[config.mk]
export PLATFORM = sky130hd
export DESIGN_NAME = tdm_rectifier
export DESIGN_NICKNAME = d
export VERILOG_FILES = /design/src/rtl/tdm_rectifier.sv
export SDC_FILE = /design/constraint.sdc
export NUM_CORES = 1
export LEC_CHECK = 0
export ABC_AREA = 1
export CAP_MARGIN = 0
export CORE_MARGIN = 1
export CORE_UTILIZATION = 33
export DETAILED_ROUTE_END_ITERATION = 10
export GPL_ROUTABILITY_DRIVEN = 1
export MAX_ROUTING_LAYER = met4
export SLEW_MARGIN = 20
export SYNTH_ARGS = -nofsm -noshare
export SYNTH_HDL_FRONTEND = slang
export SYNTH_SLANG_ARGS = --single-unit
[constraint.sdc]
create_clock -name sclk -period 1.9 [get_ports sclk]
set_clock_uncertainty 0.1 [all_clocks]
set_input_delay 0.19 -clock sclk [delete_from_list [all_inputs] [get_ports sclk]]
set_output_delay 0.19 -clock sclk [all_outputs]
set_load 0.02 [all_outputs]
[src/rtl/tdm_rectifier.sv]
// Serial-to-parallel TDM frame rectifier: hunts for frame sync, shifts in one
// bit per sclk and presents each completed frame as one wide word with a strobe.
module tdm_rectifier #(
   parameter int FRAME_BITS = 256,
   parameter int MSB_FIRST  = 1,
   parameter int CNT_W      = 16
) (
   input  logic                  sclk,
   input  logic                  rst,
   input  logic                  sdata,
   input  logic                  sfs,
   output logic                  pvalid,
   output logic [FRAME_BITS-1:0] pdata,
   output logic                  locked,
   output logic                  frame_err,
   output logic [CNT_W-1:0]      frame_cnt,
   output logic [CNT_W-1:0]      err_cnt
);

   localparam int BCW = (FRAME_BITS > 2) ? $clog2(FRAME_BITS) : 1;
   localparam logic [BCW-1:0] LAST_BIT = BCW'(FRAME_BITS - 1);

   typedef enum logic {HUNT, CAPTURE} state_t;

   state_t                r_state, w_state_nxt;
   logic [BCW-1:0]        r_bcnt, w_bcnt_nxt;
   logic [FRAME_BITS-1:0] r_shreg, w_shreg_nxt;
   logic [FRAME_BITS-1:0] w_base, w_shift;
   logic                  w_load, w_err;
   logic [FRAME_BITS-1:0] r_pdata;
   logic                  r_pvalid, r_ferr;
   logic [CNT_W-1:0]      r_frame_cnt, r_err_cnt;

   // A sync clears the shift base so the new frame's bit 0 enters a clean register.
   always_comb begin
      w_base  = sfs ? '0 : r_shreg;
      w_shift = (MSB_FIRST != 0) ? {w_base[FRAME_BITS-2:0], sdata}
                                 : {sdata, w_base[FRAME_BITS-1:1]};
   end

   always_ff @(posedge sclk) begin
      if (rst) r_state <= HUNT;
      else     r_state <= w_state_nxt;
   end

   always_comb begin
      w_state_nxt = r_state;
      w_bcnt_nxt  = r_bcnt;
      w_shreg_nxt = r_shreg;
      w_load      = 1'b0;
      w_err       = 1'b0;
      case (r_state)
         HUNT: begin
            if (sfs) begin
               w_state_nxt = CAPTURE;
               w_bcnt_nxt  = BCW'(1);
               w_shreg_nxt = w_shift;
            end
         end
         CAPTURE: begin
            w_shreg_nxt = w_shift;
            if (sfs) begin
               w_err      = 1'b1;
               w_bcnt_nxt = BCW'(1);
            end else if (r_bcnt == LAST_BIT) begin
               w_load      = 1'b1;
               w_state_nxt = HUNT;
               w_bcnt_nxt  = '0;
            end else begin
               w_bcnt_nxt = r_bcnt + BCW'(1);
            end
         end
         default: w_state_nxt = HUNT;
      endcase
   end

   always_ff @(posedge sclk) begin
      if (rst) begin
         r_bcnt      <= '0;
         r_shreg     <= '0;
         r_pdata     <= '0;
         r_pvalid    <= 1'b0;
         r_ferr      <= 1'b0;
         r_frame_cnt <= '0;
         r_err_cnt   <= '0;
      end else begin
         r_bcnt   <= w_bcnt_nxt;
         r_shreg  <= w_shreg_nxt;
         r_pvalid <= w_load;
         r_ferr   <= w_err;
         if (w_load) begin
            r_pdata     <= w_shift;
            r_frame_cnt <= r_frame_cnt + CNT_W'(1);
         end
         if (w_err) r_err_cnt <= r_err_cnt + CNT_W'(1);
      end
   end

   assign pvalid    = r_pvalid;
   assign pdata     = r_pdata;
   assign locked    = (r_state == CAPTURE);
   assign frame_err = r_ferr;
   assign frame_cnt = r_frame_cnt;
   assign err_cnt   = r_err_cnt;

endmodule

==> impl_metrics.env, run 1 <==
export IMPL_ys_top_cells_by_area="dfxtp_1, nor2_1, o22ai_1"
export IMPL_crit_path_end_kind="output port"
export IMPL_synth_area_um2=19000
export IMPL_drive_above_1_share=0.0781
export IMPL_dp_hpwl_um=32200
export IMPL_numCtsBuffers=57
export IMPL_yosysMostFrequentCell="dfxtp_1"
export IMPL_crit_slowest_cell="clkdlybuf4s50_1"
export IMPL_drtAntennaViolNets=0
export IMPL_hp_class="in2reg"
export IMPL_die_height_um=242
export IMPL_synth_common_cells="dfxtp_1, nor2_1, nand2_1"
export IMPL_vias=16400
export IMPL_path_buf_inv=1
export IMPL_yosysTopAreaCellShare=0.585
export IMPL_finalHoldViolations=0
export IMPL_crit_fanout=2
export IMPL_cts_tree="yes"
export IMPL_reg2reg_slack_ps=60
export IMPL_syn_instance_count=2264
export IMPL_via_per_inst=4.91
export IMPL_async_flop_share=0
export IMPL_grt_ovfl_total=0
export IMPL_dpl_worst_slack_ps=-123
export IMPL_r2r_start="r_bcnt[0]"
export IMPL_rsz0062_at_grt="true"
export IMPL_fmax_ghz=0.541
export IMPL_grt_pass1_vias=15900
export IMPL_nets=2531
export IMPL_clockBufferDepth=3
export IMPL_ys_seq_area_frac=0.585
export IMPL_p_leak_uw=0.0119
export IMPL_placed_cells=3212
export IMPL_min_period_ps=1850
export IMPL_path_depth=1
export IMPL_finalSetupViolations=0
export IMPL_fp_coreArea_um2=56600
export IMPL_grt_usage=0.173
export IMPL_cp_startpoint="pdata[89]"
export IMPL_wl_um=51100
export IMPL_cts_clk_slew_worst_paths_ps=60
export IMPL_slew_violations=0
export IMPL_insertion_delay_ps=620
export IMPL_fill_cells=5514
export IMPL_drc=0
export IMPL_initial_core_util=0.335
export IMPL_yosysTopAreaCell="dfxtp_1"
export IMPL_utilization=0.443
export IMPL_boundaryPins=295
export IMPL_stdcell_area_um2=25100
export IMPL_peakVddDrop_uv=833
export IMPL_cp_cell_sequence="clkdlybuf4s50_1"
export IMPL_synth_edf_count=0
export IMPL_synth_cell_types=30
export IMPL_cpPeakStageDelay_ps=610
export IMPL_endpoint="pdata[89]"
export IMPL_critPathLaunchType="register"
export IMPL_max_cap_viol_count=0
export IMPL_firstDrtPassIters=7
export IMPL_grt_pass1_wl_um=82200
export IMPL_power_density_nw_per_um2=954
export IMPL_cts_htree_levels=2
export IMPL_rows=87
export IMPL_crit_family="buffers and inverters"
export IMPL_die_area_um2=58400
export IMPL_status="completed"
export IMPL_tns_ps=0
export IMPL_crit_type="reg2out"
export IMPL_synth_fp_nets=2271
export IMPL_gp_congestion=0.834
export IMPL_worst_endpoint_required_ps=1610
export IMPL_cts_root_buffer="clkbuf_16"
export IMPL_diodes=0
export IMPL_max_slew_margin=0.512
export IMPL_rr_worst_depth=8
export IMPL_wl_per_cell_um=15.3
export IMPL_yosysWarnings=0
export IMPL_avgSynthCellArea_um2=8.38
export IMPL_grt_max_degree=103
export IMPL_finalCritPeriodShare=0.973
export IMPL_ys_seq_elements=554
export IMPL_areaGrowthSynthToFinish_pct=32.2
export IMPL_synth_flop_cell="dfxtp_1"
export IMPL_drt_iter0_drc=938
export IMPL_tightest_slew_ps=733
export IMPL_rr_endpoint="pdata[167]"
export IMPL_layout_setup_ws_ps=51.9
export IMPL_portBuffers=294
export IMPL_die_w_um=242
export IMPL_regArea_um2=11100
export IMPL_placed_area_um2=22900
export IMPL_cp_arrival_ps=1560
export IMPL_antenna_found_initial=0
export IMPL_cts_sinks=554
export IMPL_multi_input_area_um2=6870
export IMPL_final_cell_count_no_fill=3329
==> worst min-delay path by stage <==
stage	startpoint	endpoint	slack (ps)	cells after the start
after detailed placement	r_shreg[227]	r_shreg[227]	360	2
after global placement	r_shreg[235]	r_shreg[235]	350	2
after floorplan	sdata	r_shreg[0]	230	2
after CTS	sdata	pdata[0]	120	3
final	sdata	pdata[0]	180	3
after global routing	sdata	pdata[0]	140	3
==> report_power, final <==
part | switching, uW | leakage (uW) | internal [uW]
Sequential | 8.29 | 0.00446 | 11600
Clock | 4710 | 0.000979 | 6920
Combinational | 457 | 0.00645 | 192
==> per-layer routing <==
layer / routed length (um) / GRT usage / vias to the layer above
li1: - / - / 8197
met1: 23500 / 0.220 / 7731
met2: 23900 / 0.279 / 356
met3: 2640 / 0.0335 / 68
met4: 998 / 0.0456 / 0
met5: 0 / - / -
==> flip-flops by register name, indices dropped and copies added (netlist names) <==
register / cells
err_cnt: 16
frame_cnt: 16
frame_err: 1
locked: 1
pdata: 256
pvalid: 1
r_bcnt: 8
r_shreg: 255
==> timing repair <==
action | 4_1_cts | 5_1_grt
hold buffers | 1 | 0
hold endpoints to repair | 14 | 0
setup buffers | 0 | 4
pin swaps | 0 | 3
resized for setup | 181 | 81
cloned | 0 | 4
setup endpoints to repair | 187 | 261
==> logic make-up after synthesis <==
logic type	Yosys count	share of synthesized area
AND/OR/NAND/NOR	934	0.191
AO/OA/AOI/OAI	554	0.165
flip-flops	554	0.585
buffers and inverters	216	0.0555
XOR/XNOR	3	0.00139
adder cells (fa/ha/maj)	3	0.00198
==> placed cells by master, fill, tap and decap left out, drive strengths merged <==
cell / n
dfxtp: 554
nor2: 510
nand2: 360
o21ai: 244
o22ai: 225
dlygate4sd2: 180
clkbuf: 88
buf: 80
dlymetal6s2s: 65
a21oi: 53
nand3: 52
clkdlybuf4s50: 48
inv: 41
o31ai: 28
clkinv: 15
nor3: 8
bufinv: 6
ha: 3
xnor2: 2
a22oi: 1
and2: 1
and3: 1
nand4: 1
nor3b: 1
a211oi: 1
a31oi: 1
xor2: 1
o211ai: 1
clkinvlp: 1
dlygate4sd3: 1
==> layout make-up <==
class	instances	share of cell area
clock buffer	84	0.0666
clock inverter	24	0.0122
inverter	39	0.00694
multi-input combinational	1494	0.274
sequential	554	0.442
tap	756	0.0377
timing repair buffer	378	0.160
==> stage by stage <==
step,hold WS (ps),total power [uW]
6_report,185,23900
5_1_grt,137,24700
4_1_cts,120,24200
3_5_place_dp,355,12500
3_3_place_gp,352,12500
2_1_floorplan,229,12300
Note: power is estimated with default switching activity, not from simulation.
==> run 2: changes to the inputs <==
- SKIP_CTS_REPAIR_TIMING: unset -> 1
==> run 2 against run 1 <==
Net effect: clock-buffer cell count is the same; clock power is essentially flat; first-iteration DRC count increased by 5.1%; non-clock buffer count is the same; via count rose by 0.29%; setup slack better by 0.61 ps; worst hold slack worse by 16 ps; critical path type unchanged; largest cell class unchanged.
==> impl_metrics.env, run 2 (synthesis results as in run 1) <==
export IMPL_areaGrowthSynthToFinish_pct=35.8
export IMPL_fp_coreArea_um2=56600
export IMPL_crit_type="reg2out"
export IMPL_vias=16400
export IMPL_tightest_slew_ps=727
export IMPL_drive_above_1_share=0.0781
export IMPL_gp_congestion=0.834
export IMPL_drc=0
export IMPL_cts_sinks=554
export IMPL_boundaryPins=295
export IMPL_crit_slowest_cell="clkdlybuf4s50_1"
export IMPL_fmax_ghz=0.541
export IMPL_finalHoldViolations=0
export IMPL_status="completed"
export IMPL_die_area_um2=58400
export IMPL_grt_ovfl_total=0
export IMPL_grt_max_degree=103
export IMPL_grt_usage=0.172
export IMPL_cts_htree_levels=2
export IMPL_antenna_found_initial=0
export IMPL_rows=87
export IMPL_die_w_um=242
export IMPL_via_per_inst=4.93
export IMPL_wl_um=51400
export IMPL_hp_class="in2reg"
export IMPL_final_cell_mix="dfxtp_1, nor2_1, nand2_1"
export IMPL_crit_family="buffers and inverters"
export IMPL_critPathLaunchType="register"
export IMPL_dp_hpwl_um=32200
export IMPL_crit_fanout=2
export IMPL_initial_core_util=0.335
export IMPL_placed_area_um2=22900
export IMPL_max_cap_viol_count=0
export IMPL_nets=2531
export IMPL_rsz0062_at_grt="true"
export IMPL_drt_iter0_drc=986
export IMPL_cp_arrival_ps=1560
export IMPL_cpPeakStageDelay_ps=610
export IMPL_final_common_cell="dfxtp_1"
export IMPL_largest_reg_flops=256
export IMPL_cts_clk_slew_worst_paths_ps=60
export IMPL_die_height_um=242
export IMPL_stdcell_area_um2=25800
export IMPL_peakVddDrop_uv=832
export IMPL_grt_pass1_vias=15900
export IMPL_cts_tree="yes"
export IMPL_power_density_nw_per_um2=928
export IMPL_numCtsBuffers=57
export IMPL_diodes=0
export IMPL_cts_root_buffer="clkbuf_16"
export IMPL_min_period_ps=1850
export IMPL_cp_cell_sequence="clkdlybuf4s50_1"
export IMPL_slew_violations=0
export IMPL_portBuffers=294
export IMPL_wl_per_cell_um=15.4
export IMPL_drtAntennaViolNets=0
export IMPL_crit_path_end_kind="output port"
export IMPL_finalSetupViolations=0
export IMPL_grt_pass1_wl_um=82100
export IMPL_holdWs_ps=169
export IMPL_insertion_delay_ps=620
export IMPL_max_slew_margin=0.515
export IMPL_worst_endpoint_required_ps=1610
export IMPL_clockBufferDepth=3
export IMPL_p_leak_uw=0.0144
export IMPL_path_buf_inv=1
export IMPL_finalCritPeriodShare=0.972
export IMPL_firstDrtPassIters=6
run 2: worst paths after layout:
path | startpoint | endpoint | slack, ps | cells after the start
worst max-delay path | pdata[89] | pdata[89] | 50 | 1
worst min-delay path | sdata | pdata[0] | 170 | 3
worst max register to register | r_bcnt[0] | pdata[167] | 70 | 8
worst min register to register | r_shreg[249] | r_shreg[249] | 360 | 2
run 2: metrics by stage:
step                       util  std cells  TNS [ps]  power [uW]  worst slack [ps]
after CTS                 0.440       3320     -7240       24200              -211
after global placement    0.405       3212     -4900       12500             -74.3
after detailed placement  0.405       3212    -10080       12500              -123
after floorplan               -       2264         0       12300               239
after global routing      0.455       3329     -22.1       24700             -21.4
final                     0.455       3329         0       23900              52.5
run 2: layer usage:
| metal | part of all wire | track usage |
|---|---|---|
| met1 | 0.46 | 0.220 |
| met4 | 0.019 | 0.0458 |
| met2 | 0.47 | 0.278 |
| met3 | 0.054 | 0.0334 |
| met5 | 0 | - |
run 2: layout make-up:
cell class	count	area (um^2)
sequential	554	11100
clock buffer	84	1670
multi-input combinational	1494	6870
tap	756	946
timing repair buffer	378	4700
clock inverter	24	307
inverter	39	174
fill	5380	30800
run 2: power breakdown:
part / switching (uW) / leakage [uW] / total (uW) / internal, uW
combinational: 457 / 0.00895 / 651 / 194
sequential: 8.37 / 0.00446 / 11600 / 11600
clock: 4700 / 0.000979 / 11600 / 6920
==> run 3: changes to the inputs <==
- GPL_TIMING_DRIVEN: unset -> 0
- HOLD_SLACK_MARGIN: unset -> 0.12
==> run 3 against run 2 <==
Net effect: die area unchanged; cell count increased by 3.0%; fmax is 1.0% lower; critical path depth unchanged; total power decreased by 3.5%; sequential share of layout area rose by 0.58 points; non-clock buffer count rose by 106; cell area fell by 1.3%; via count grew 1.0%.
==> impl_metrics.env, run 3 (synthesis results as in run 1) <==
export IMPL_status="completed"
export IMPL_utilization=0.449
export IMPL_grt_pass1_vias=15900
export IMPL_peakVddDrop_uv=597
export IMPL_areaGrowthSynthToFinish_pct=34.0
export IMPL_cts_htree_levels=2
export IMPL_rows=87
export IMPL_cts_sinks=554
export IMPL_hp_class="in2reg"
export IMPL_hold_start="rst"
export IMPL_slew_violations=0
export IMPL_max_slew_margin=0.424
export IMPL_antenna_found_initial=0
export IMPL_finalHoldViolations=0
export IMPL_worst_endpoint_required_ps=1610
export IMPL_path_buf_inv=1
export IMPL_dp_hpwl_um=37600
export IMPL_via_per_inst=4.83
export IMPL_r2r_start="locked"
export IMPL_rr_worst_depth=9
export IMPL_fill_cells=5589
export IMPL_diodes=0
export IMPL_stdcell_area_um2=25400
export IMPL_fp_coreArea_um2=56600
export IMPL_insertion_delay_ps=600
export IMPL_cpPeakStageDelay_ps=630
export IMPL_crit_slowest_cell="clkdlybuf4s50_1"
export IMPL_min_period_ps=1870
export IMPL_grt_usage=0.180
export IMPL_final_cell_count_no_fill=3428
export IMPL_drive_above_1_share=0.0827
export IMPL_finalCritPeriodShare=0.983
export IMPL_drc=0
export IMPL_grt_ovfl_total=0
export IMPL_cts_tree="yes"
export IMPL_initial_core_util=0.335
export IMPL_largest_reg_flops=256
export IMPL_drt_iter0_drc=969
export IMPL_cp_arrival_ps=1580
export IMPL_gp_congestion=0.841
export IMPL_cp_cell_sequence="clkdlybuf4s50_1"
export IMPL_clockBufferDepth=3
export IMPL_grt_pass1_wl_um=83800
export IMPL_rr_endpoint="pdata[234]"
export IMPL_final_common_cell="dfxtp_1"
export IMPL_drtAntennaViolNets=0
export IMPL_fmax_ghz=0.536
export IMPL_die_w_um=242
export IMPL_crit_fanout=2
export IMPL_die_area_um2=58400
export IMPL_power_density_nw_per_um2=908
export IMPL_cts_clk_slew_worst_paths_ps=60
export IMPL_finalSetupViolations=0
export IMPL_layout_setup_ws_ps=33.0
export IMPL_worstHoldEndpoint="r_shreg[250]"
export IMPL_p_leak_uw=0.0131
export IMPL_grt_max_degree=15
export IMPL_vias=16600
export IMPL_crit_family="buffers and inverters"
export IMPL_max_cap_viol_count=0
export IMPL_placed_cells=3312
export IMPL_tightest_slew_ps=864
export IMPL_critPathLaunchType="register"
export IMPL_placed_area_um2=22800
export IMPL_portBuffers=292
export IMPL_reg2reg_slack_ps=90
export IMPL_boundaryPins=295
export IMPL_wl_per_cell_um=15.7
export IMPL_firstDrtPassIters=6
export IMPL_multi_input_area_um2=6850
export IMPL_path_depth=1
export IMPL_regArea_um2=11100
export IMPL_crit_type="reg2out"
export IMPL_wl_um=53800
export IMPL_nets=2638
export IMPL_dpl_worst_slack_ps=-659
export IMPL_final_cell_mix="dfxtp_1, nor2_1, nand2_1"
export IMPL_crit_path_end_kind="output port"
export IMPL_die_height_um=242
export IMPL_numCtsBuffers=58
export IMPL_cts_root_buffer="clkbuf_16"
export IMPL_holdPathStages=3
-- run 3: cell types whose count changed in the layout (fill, tap and decap cells not counted), moves of 5 or more --
| cell | previous run | this run |
|---|---|---|
| buf_2 | 1 | 77 |
| clkbuf_1 | 14 | 80 |
| dlymetal6s2s_1 | 245 | 180 |
| clkdlybuf4s50_1 | 48 | 112 |
| buf_4 | 44 | 7 |
| buf_12 | 32 | 3 |
| buf_6 | 1 | 15 |
| buf_1 | 0 | 8 |
| bufinv_16 | 6 | 1 |
-- run 3: final cells by class --
type	count	share of cell area
Clock inverter	16	0.00473
Buffer	177	0.0389
Multi-Input combinational cell	1494	0.270
Clock buffer	85	0.0659
Sequential cell	554	0.436
Inverter	39	0.00640
Timing Repair Buffer	307	0.141
Tap cell	756	0.0372
-- run 3: worst max-delay path by stage --
stage | end | startpoint | slack (ps)
floorplan | pdata[207] | locked | 240
global placement | r_shreg[101] | rst | -610
detailed placement | r_shreg[89] | locked | -660
CTS | r_shreg[119] | locked | -660
global route | locked | locked | -10
finish | pdata[56] | pdata[56] | 30
-- run 3: through the flow --
stage               total power (uW)  TNS (ps)  hold WS, ps
finish                         23100         0         94.1
CTS                            23300   -184290         -158
global placement               12500   -162200          352
detailed placement             12500   -172400          355
floorplan                      12300         0          229
global route                   23900     -13.3          126
-- run 3: worst register-to-register path, cell delays in order, from the launching register on --
cell and delay [ps]:
dfxtp_2 360, buf_6 150, inv_2 70, nor2_4 170
nand3_4 90, buf_12 160, buf_4 200, buf_2 200
nand3_1 90, o31ai_1 80
-- run 3: layer usage --
| metal | GRT usage | part of all wire | routed length [um] |
|---|---|---|---|
| met1 | 0.225 | 0.45 | 24400 |
| met2 | 0.295 | 0.47 | 25300 |
| met3 | 0.0371 | 0.052 | 2770 |
| met4 | 0.0480 | 0.024 | 1310 |
| met5 | - | 0 | 0 |
-- run 3: where the power goes --
group / total [uW] / switching [uW] / internal, uW
sequential: 11600 / 8.63 / 11600
combinational: 625 / 470 / 155
clock: 10800 / 4610 / 6200
total: 23100 / 5090 / 18000
==> edit 1: new RTL, settings of run 3 <==
Remove the register `r_pvalid`: a continuous assignment takes its place, so the output `pvalid` follows one clock earlier.
--- a/src/rtl/tdm_rectifier.sv
+++ b/src/rtl/tdm_rectifier.sv
@@ -80,5 +80,4 @@
          r_shreg     <= '0;
          r_pdata     <= '0;
-         r_pvalid    <= 1'b0;
          r_ferr      <= 1'b0;
          r_frame_cnt <= '0;
@@ -87,5 +86,4 @@
          r_bcnt   <= w_bcnt_nxt;
          r_shreg  <= w_shreg_nxt;
-         r_pvalid <= w_load;
          r_ferr   <= w_err;
          if (w_load) begin
@@ -96,4 +94,6 @@
       end
    end
+
+   assign r_pvalid = w_load;
 
    assign pvalid    = r_pvalid;
Check against the original RTL: no difference found for any inputs over 4 cycles, from zero or initial values and one cycle with rst high; that may be too few to reach the edited logic, so the function may still have changed.
==> edit 1 against run 3 <==
The flow now finishes with violations (setup timing); final area is 0.34% higher; wire length rose by 0.86%; power rose by 0.41%; combinational power up 1%; cell count up 1.8%; first-iteration DRC count is 10% lower; critical path depth up 7; worst setup slack worse by 0.34 ns; sequential cell count fell by 1; area after synthesis down 0.15%; synthesized cell count is 1.5% higher.
==> edit 1: results (changes against run 3) <==
- Global-route wire length before repair: 84,600 um (was 83,800 um)
- Number of flip-flops in the largest register: 256 (unchanged)
- Maximum clock path buffer count: 3 (unchanged)
- Post-synthesis share of cell area spent on full adders, half adders and majority gates: 0.00198 (about the same)
- Share of the synthesized area in compound gates (AO/OA/AOI/OAI): 0.160 (was 0.165)
- Final estimated routing congestion in global placement: 0.833 (was 0.841)
- Detailed placement HPWL: 37,900 um (was 37,600 um)
- Leading post-synthesis cells by instance count: sky130_fd_sc_hd__dfxtp_1, sky130_fd_sc_hd__nor2_1, sky130_fd_sc_hd__nand2_1 (unchanged)
- Skew-Pair Late Insertion Delay: 0.60 ns (about the same)
- Slew @ Worst Pin: 0.784 ns (was 0.864 ns)
- Maximum fanout along the worst path: 7 (was 2)
- Share of post-route cells with drive strength above 1: 0.0890 (was 0.0827)
- Initial DRT Pass Iterations: 5 (was 6)
- Worst slack, placed: -1.07 ns (was -0.659 ns)
- Total count of hold-check failures in the final report: 0 (unchanged)
- FILL cells: 5,468 (was 5,589)
- Path category of the worst min-delay check: in -> reg (unchanged)
- Sw Share: 0.220 (was 0.221)
- Fraction of the yosys area taken by sequential cells: 0.585 (about the same)
- Nets: 2,690 (was 2,638)
- Number of failing setup endpoints in the final timing report: 65 (was 0)
- Crit path DAT: 1.91 ns (was 1.58 ns)
- Multiplexer share of the synthesized area: 0 (unchanged)
- Number of buffers created by CTS: 57 (was 58)
- Count of port buffers added during placement: 293 (was 292)
- Largest net degree at the start of global routing: 15 (unchanged)
- Clock transition time at the flip-flop clock pins of the worst setup and hold paths: 0.06 ns (about the same)
- Distinct cells, synth: 30 (unchanged)
- Synth Warn #: 0 (unchanged)
- Overall fraction of global-route tracks in use: 0.183 (was 0.180)
- Peak ir drop on the vdd network: 0.652 mV (was 0.597 mV)
- Drt first-iter violations: 872 (was 969)
- Violations in the final reports: setup timing
- Sum Neg Setup Slack: -1.72 ns (was 0 ns)
- Async S/R FF share, synth: 0 (unchanged)
- Cell Area, Placed: 0.0228 sq mm (about the same)
- Xor-xnor portion of the synthesized cell area: 0.00139 (about the same)
- Synthesized net count: 2,304 (was 2,271)
- Total wirelength of the detailed-routed design: 54,200 um (was 53,800 um)
- Clock tree root driver cell: sky130_fd_sc_hd__clkbuf_16 (unchanged)
- Number of H-tree branching levels: 2 (unchanged)
- Antenna violations before repair: 0 (unchanged)
- Via count of the first global-routing pass: 15,962 (was 15,941)
- Run status: finished, violations left (was finished, final reports clean)
- Static leakage: 0.0107 uW (was 0.0131 uW)
- Setup WS post-layout: -0.303 ns (was 0.0330 ns)
- Per-cell via count in the routed design: 4.79 (was 4.83)
- Cells taking the most area after synthesis: sky130_fd_sc_hd__dfxtp_1, sky130_fd_sc_hd__nor2_1, sky130_fd_sc_hd__nand2_1 (was sky130_fd_sc_hd__dfxtp_1, sky130_fd_sc_hd__nor2_1, sky130_fd_sc_hd__o22ai_1)
-- edit 1: power groups by stage --
stage          logic (uW)  clock network, uW  registers, uW
6_report              633              10900          11600
5_1_grt               701              11700          11600
3_3_place_gp          607                  0          11900
4_1_cts               618              11200          11600
2_1_floorplan         403                  0          11900
3_5_place_dp          617                  0          11900
-- edit 1: cells by family (layout without fill, tap and decap cells) --
| family | count (synthesis) | in the layout |
|---|---|---|
| AOI/OAI and AO/OA | 547 | 547 |
| adders and majority gates | 3 | 3 |
| buffers and inverters | 220 | 654 |
| xor gates and xnor gates | 3 | 3 |
| DFF | 553 | 553 |
| and+or+nand+nor | 971 | 971 |
| other | 0 | 2 |
-- edit 1: routing by layer --
layer / wire length (um) / track usage
met2: 25100 / 0.288
met4: 1430 / 0.0665
met3: 3160 / 0.0385
met5: 0 / -
met1: 24600 / 0.230
-- edit 1: through the flow --
step,cells,hold slack [ns]
2_1_floorplan,2297,0.167
3_3_place_gp,3346,0.359
3_5_place_dp,3346,0.369
4_1_cts,3453,-0.133
5_1_grt,3487,0.135
6_report,3489,0.121
-- edit 1: worst max-delay path, cell delays in order, from the launching register on --
cell and delay (ns):
sky130_fd_sc_hd__dfxtp_4 0.36, sky130_fd_sc_hd__ha_4 0.15, sky130_fd_sc_hd__nand2_4 0.06, sky130_fd_sc_hd__nor2_4 0.15, sky130_fd_sc_hd__nand3_4 0.17, sky130_fd_sc_hd__clkinv_8 0.10, sky130_fd_sc_hd__buf_12 0.10, sky130_fd_sc_hd__buf_12 0.10
sky130_fd_sc_hd__buf_8 0.10
-- edit 1: cell type report --
cell class / count / area (sq um) / share of cell area
flip-flops and latches: 553 / 11100 / 0.434
multi-input cells: 1524 / 6930 / 0.272
repair buffers: 327 / 3540 / 0.139
inverters: 44 / 178 / 0.00697
clock inverters: 22 / 148 / 0.00579
plain buffers: 176 / 971 / 0.0381
diodes: 2 / 5.00 / 0.000196
well taps: 756 / 946 / 0.0371
clock buffers: 85 / 1700 / 0.0668
-- edit 1: final timing paths --
kind,startpoint,endpoint,slack (ns),depth (start not counted)
max reg2reg,r_bcnt[1]$_SDFFE_PP0P_,pdata[178]$_SDFFE_PP0P_,-0.07,8
min reg2reg,err_cnt[2]$_SDFFE_PP0P_,err_cnt[2]$_SDFFE_PP0P_,0.38,2
min,rst,r_bcnt[7]$_SDFFE_PP0P_,0.12,3
max,r_bcnt[1]$_SDFFE_PP0P_,pvalid,-0.30,8
==> edit 2: new RTL, settings of run 3 <==
Made on the original files. `MSB_FIRST`: 1 -> 0.
--- a/src/rtl/tdm_rectifier.sv
+++ b/src/rtl/tdm_rectifier.sv
@@ -3,5 +3,5 @@
 module tdm_rectifier #(
    parameter int FRAME_BITS = 256,
-   parameter int MSB_FIRST  = 1,
+   parameter int MSB_FIRST  = 0,
    parameter int CNT_W      = 16
 ) (
Function: no difference found for any inputs over 4 cycles, from zero or initial values and one cycle with rst high; that may be too few to reach the edited logic, so the function may still have changed.
==> edit 2 against run 3 <==
The run now ends with setup timing left; wire length rose by 24%; worst setup slack got worse by 0.10 ns; sequential cell count did not move; final area rose by 6.7%; maximum frequency fell by 5.2%; power rose by 3.8%; area after synthesis rose by 3.0%; count of clock-buffer cells in the layout fell by 5; largest cell class unchanged; largest power group unchanged.
==> edit 2: results (changes against run 3) <==
- Largest net degree at the start of global routing: 16 (was 15)
- Switching Power: 5590 uW (was 5090 uW)
- Slowest cell on the critical path: sky130_fd_sc_hd__dfxtp_2 (was sky130_fd_sc_hd__clkdlybuf4s50_1)
- Largest stage delay, worst path: 0.34 ns (was 0.63 ns)
- Cell Area, Placed: 0.0234 sq mm (was 0.0228 sq mm)
- Non-filler instance count after layout: 3,634 (was 3,428)
- Skew-Pair Late Insertion Delay: 0.63 ns (was 0.60 ns)
- Power density over the cells: 883 mW/mm^2 (was 908 mW/mm^2)
- Drt first-iter violations: 1,423 (was 969)
- Run status: finished, violations left (was finished, final reports clean)
- Distinct cells, synth: 34 (was 30)
- Nets: 2,824 (was 2,638)
- Number of cells produced by synthesis: 2,433 (was 2,264)
- Number of failing setup endpoints in the final timing report: 36 (was 0)
- Violations in the final reports: setup timing
- Cells taking the most area after synthesis: sky130_fd_sc_hd__dfxtp_1, sky130_fd_sc_hd__nand2_1, sky130_fd_sc_hd__nor2_1 (was sky130_fd_sc_hd__dfxtp_1, sky130_fd_sc_hd__nor2_1, sky130_fd_sc_hd__o22ai_1)
- Sum Neg Setup Slack: -0.857 ns (was 0 ns)
- FILL cells: 5,609 (was 5,589)
- Max transition margin: 0.294 (was 0.424)
- Final estimated routing congestion in global placement: 0.857 (was 0.841)
- Setup WS post-layout: -0.0702 ns (was 0.0330 ns)
- Count of port buffers added during placement: 293 (was 292)
- Crit path DAT: 2.42 ns (was 1.58 ns)
- Fraction of the yosys area taken by sequential cells: 0.567 (was 0.585)
- Sw Share: 0.233 (was 0.221)
- Peak ir drop on the vdd network: 0.697 mV (was 0.597 mV)
- Detailed placement HPWL: 45,200 um (was 37,600 um)
- Number of buffers created by CTS: 59 (was 58)
- Routing usage on met2: 0.346 (was 0.295)
- Met1 demand-to-capacity share in global routing: 0.266 (was 0.225)
- Leading post-synthesis cells by instance count: sky130_fd_sc_hd__nand2_1, sky130_fd_sc_hd__dfxtp_1, sky130_fd_sc_hd__nor2_1 (was sky130_fd_sc_hd__dfxtp_1, sky130_fd_sc_hd__nor2_1, sky130_fd_sc_hd__nand2_1)
- Met3 track utilization from global routing: 0.0338 (was 0.0371)
- DR vias: 18,210 (was 16,563)
- Via count of the first global-routing pass: 17,260 (was 15,941)
- Share of post-route cells with drive strength above 1: 0.115 (was 0.0827)
- Cell Count Post-Placement: 3,491 (was 3,312)
- Overall fraction of global-route tracks in use: 0.210 (was 0.180)
- Global-route wire length before repair: 96,500 um (was 83,800 um)
- Maximum fanout along the worst path: 8 (was 2)
==> edit 2: changes by cell type after synthesis, sizes merged, moves of 48 or more <==
| cell | before | now |
|---|---|---|
| a21oi | 53 | 185 |
| clkbuf | 72 | 120 |
| nand2 | 360 | 613 |
| nand3 | 52 | 151 |
| nor2 | 510 | 270 |
| o22ai | 225 | 103 |
==> edit 2: layout make-up <==
type | instances | area share
sequential | 554 | 0.409
tap | 765 | 0.0353
antenna | 2 | 0.000185
timing repair buffer | 323 | 0.148
inverter | 56 | 0.00927
clock buffer | 80 | 0.0607
multi-input combinational | 1632 | 0.282
clock inverter | 31 | 0.0102
buffer | 191 | 0.0445
==> edit 2: worst paths after layout <==
check                             to             startpoint  slack [ns]  cells past startpoint
max reg2reg   pdata[63]$_SDFFE_PP0P_      locked$_SDFF_PP0_       -0.07                     12
min reg2reg    pdata[9]$_SDFFE_PP0P_  pdata[9]$_SDFFE_PP0P_        0.35                      2
min          pdata[255]$_SDFFE_PP0P_                  sdata        0.14                      3
max           pdata[63]$_SDFFE_PP0P_      locked$_SDFF_PP0_       -0.07                     12
==> edit 2: per-layer routing <==
layer  vias up  part of all wire
li1       8870                 -
met1      8647              0.44
met2       586              0.48
met3       107             0.058
met4         0             0.025
met5         -                 0
==> edit 2: power by group through the flow <==
stage | registers, uW | clock network, uW | logic [uW]
floorplan | 11900 | 0 | 464
global placement | 11900 | 0 | 756
detailed placement | 11900 | 0 | 765
CTS | 11700 | 11600 | 768
global route | 11700 | 12100 | 906
finish | 11700 | 11400 | 847
==> edit 2: metrics by stage <==
stage / utilization / worst slack [ns]
global placement: 0.403 / -0.794
CTS: 0.436 / -0.659
detailed placement: 0.403 / -0.824
finish: 0.467 / -0.0702
global route: 0.466 / -0.135
floorplan: - / 0.145
==> edit 2: cell families after synthesis <==
| kind of cell | Yosys count | synth area share |
|---|---|---|
| adders and majority gates | 3 | 0.00192 |
| xor gates and xnor gates | 7 | 0.00314 |
| buffers and inverters | 247 | 0.0542 |
| AOI/OAI and AO/OA | 568 | 0.156 |
| DFF | 554 | 0.567 |
| and+or+nand+nor | 1054 | 0.217 |
==> edit 2: worst register-to-register path, delay by kind of cell, from the launching register on <==
kind	cells	cell delay, ns
compound gates	1	0.08
buf+inv	8	0.98
simple gates	3	0.38
flops	1	0.34
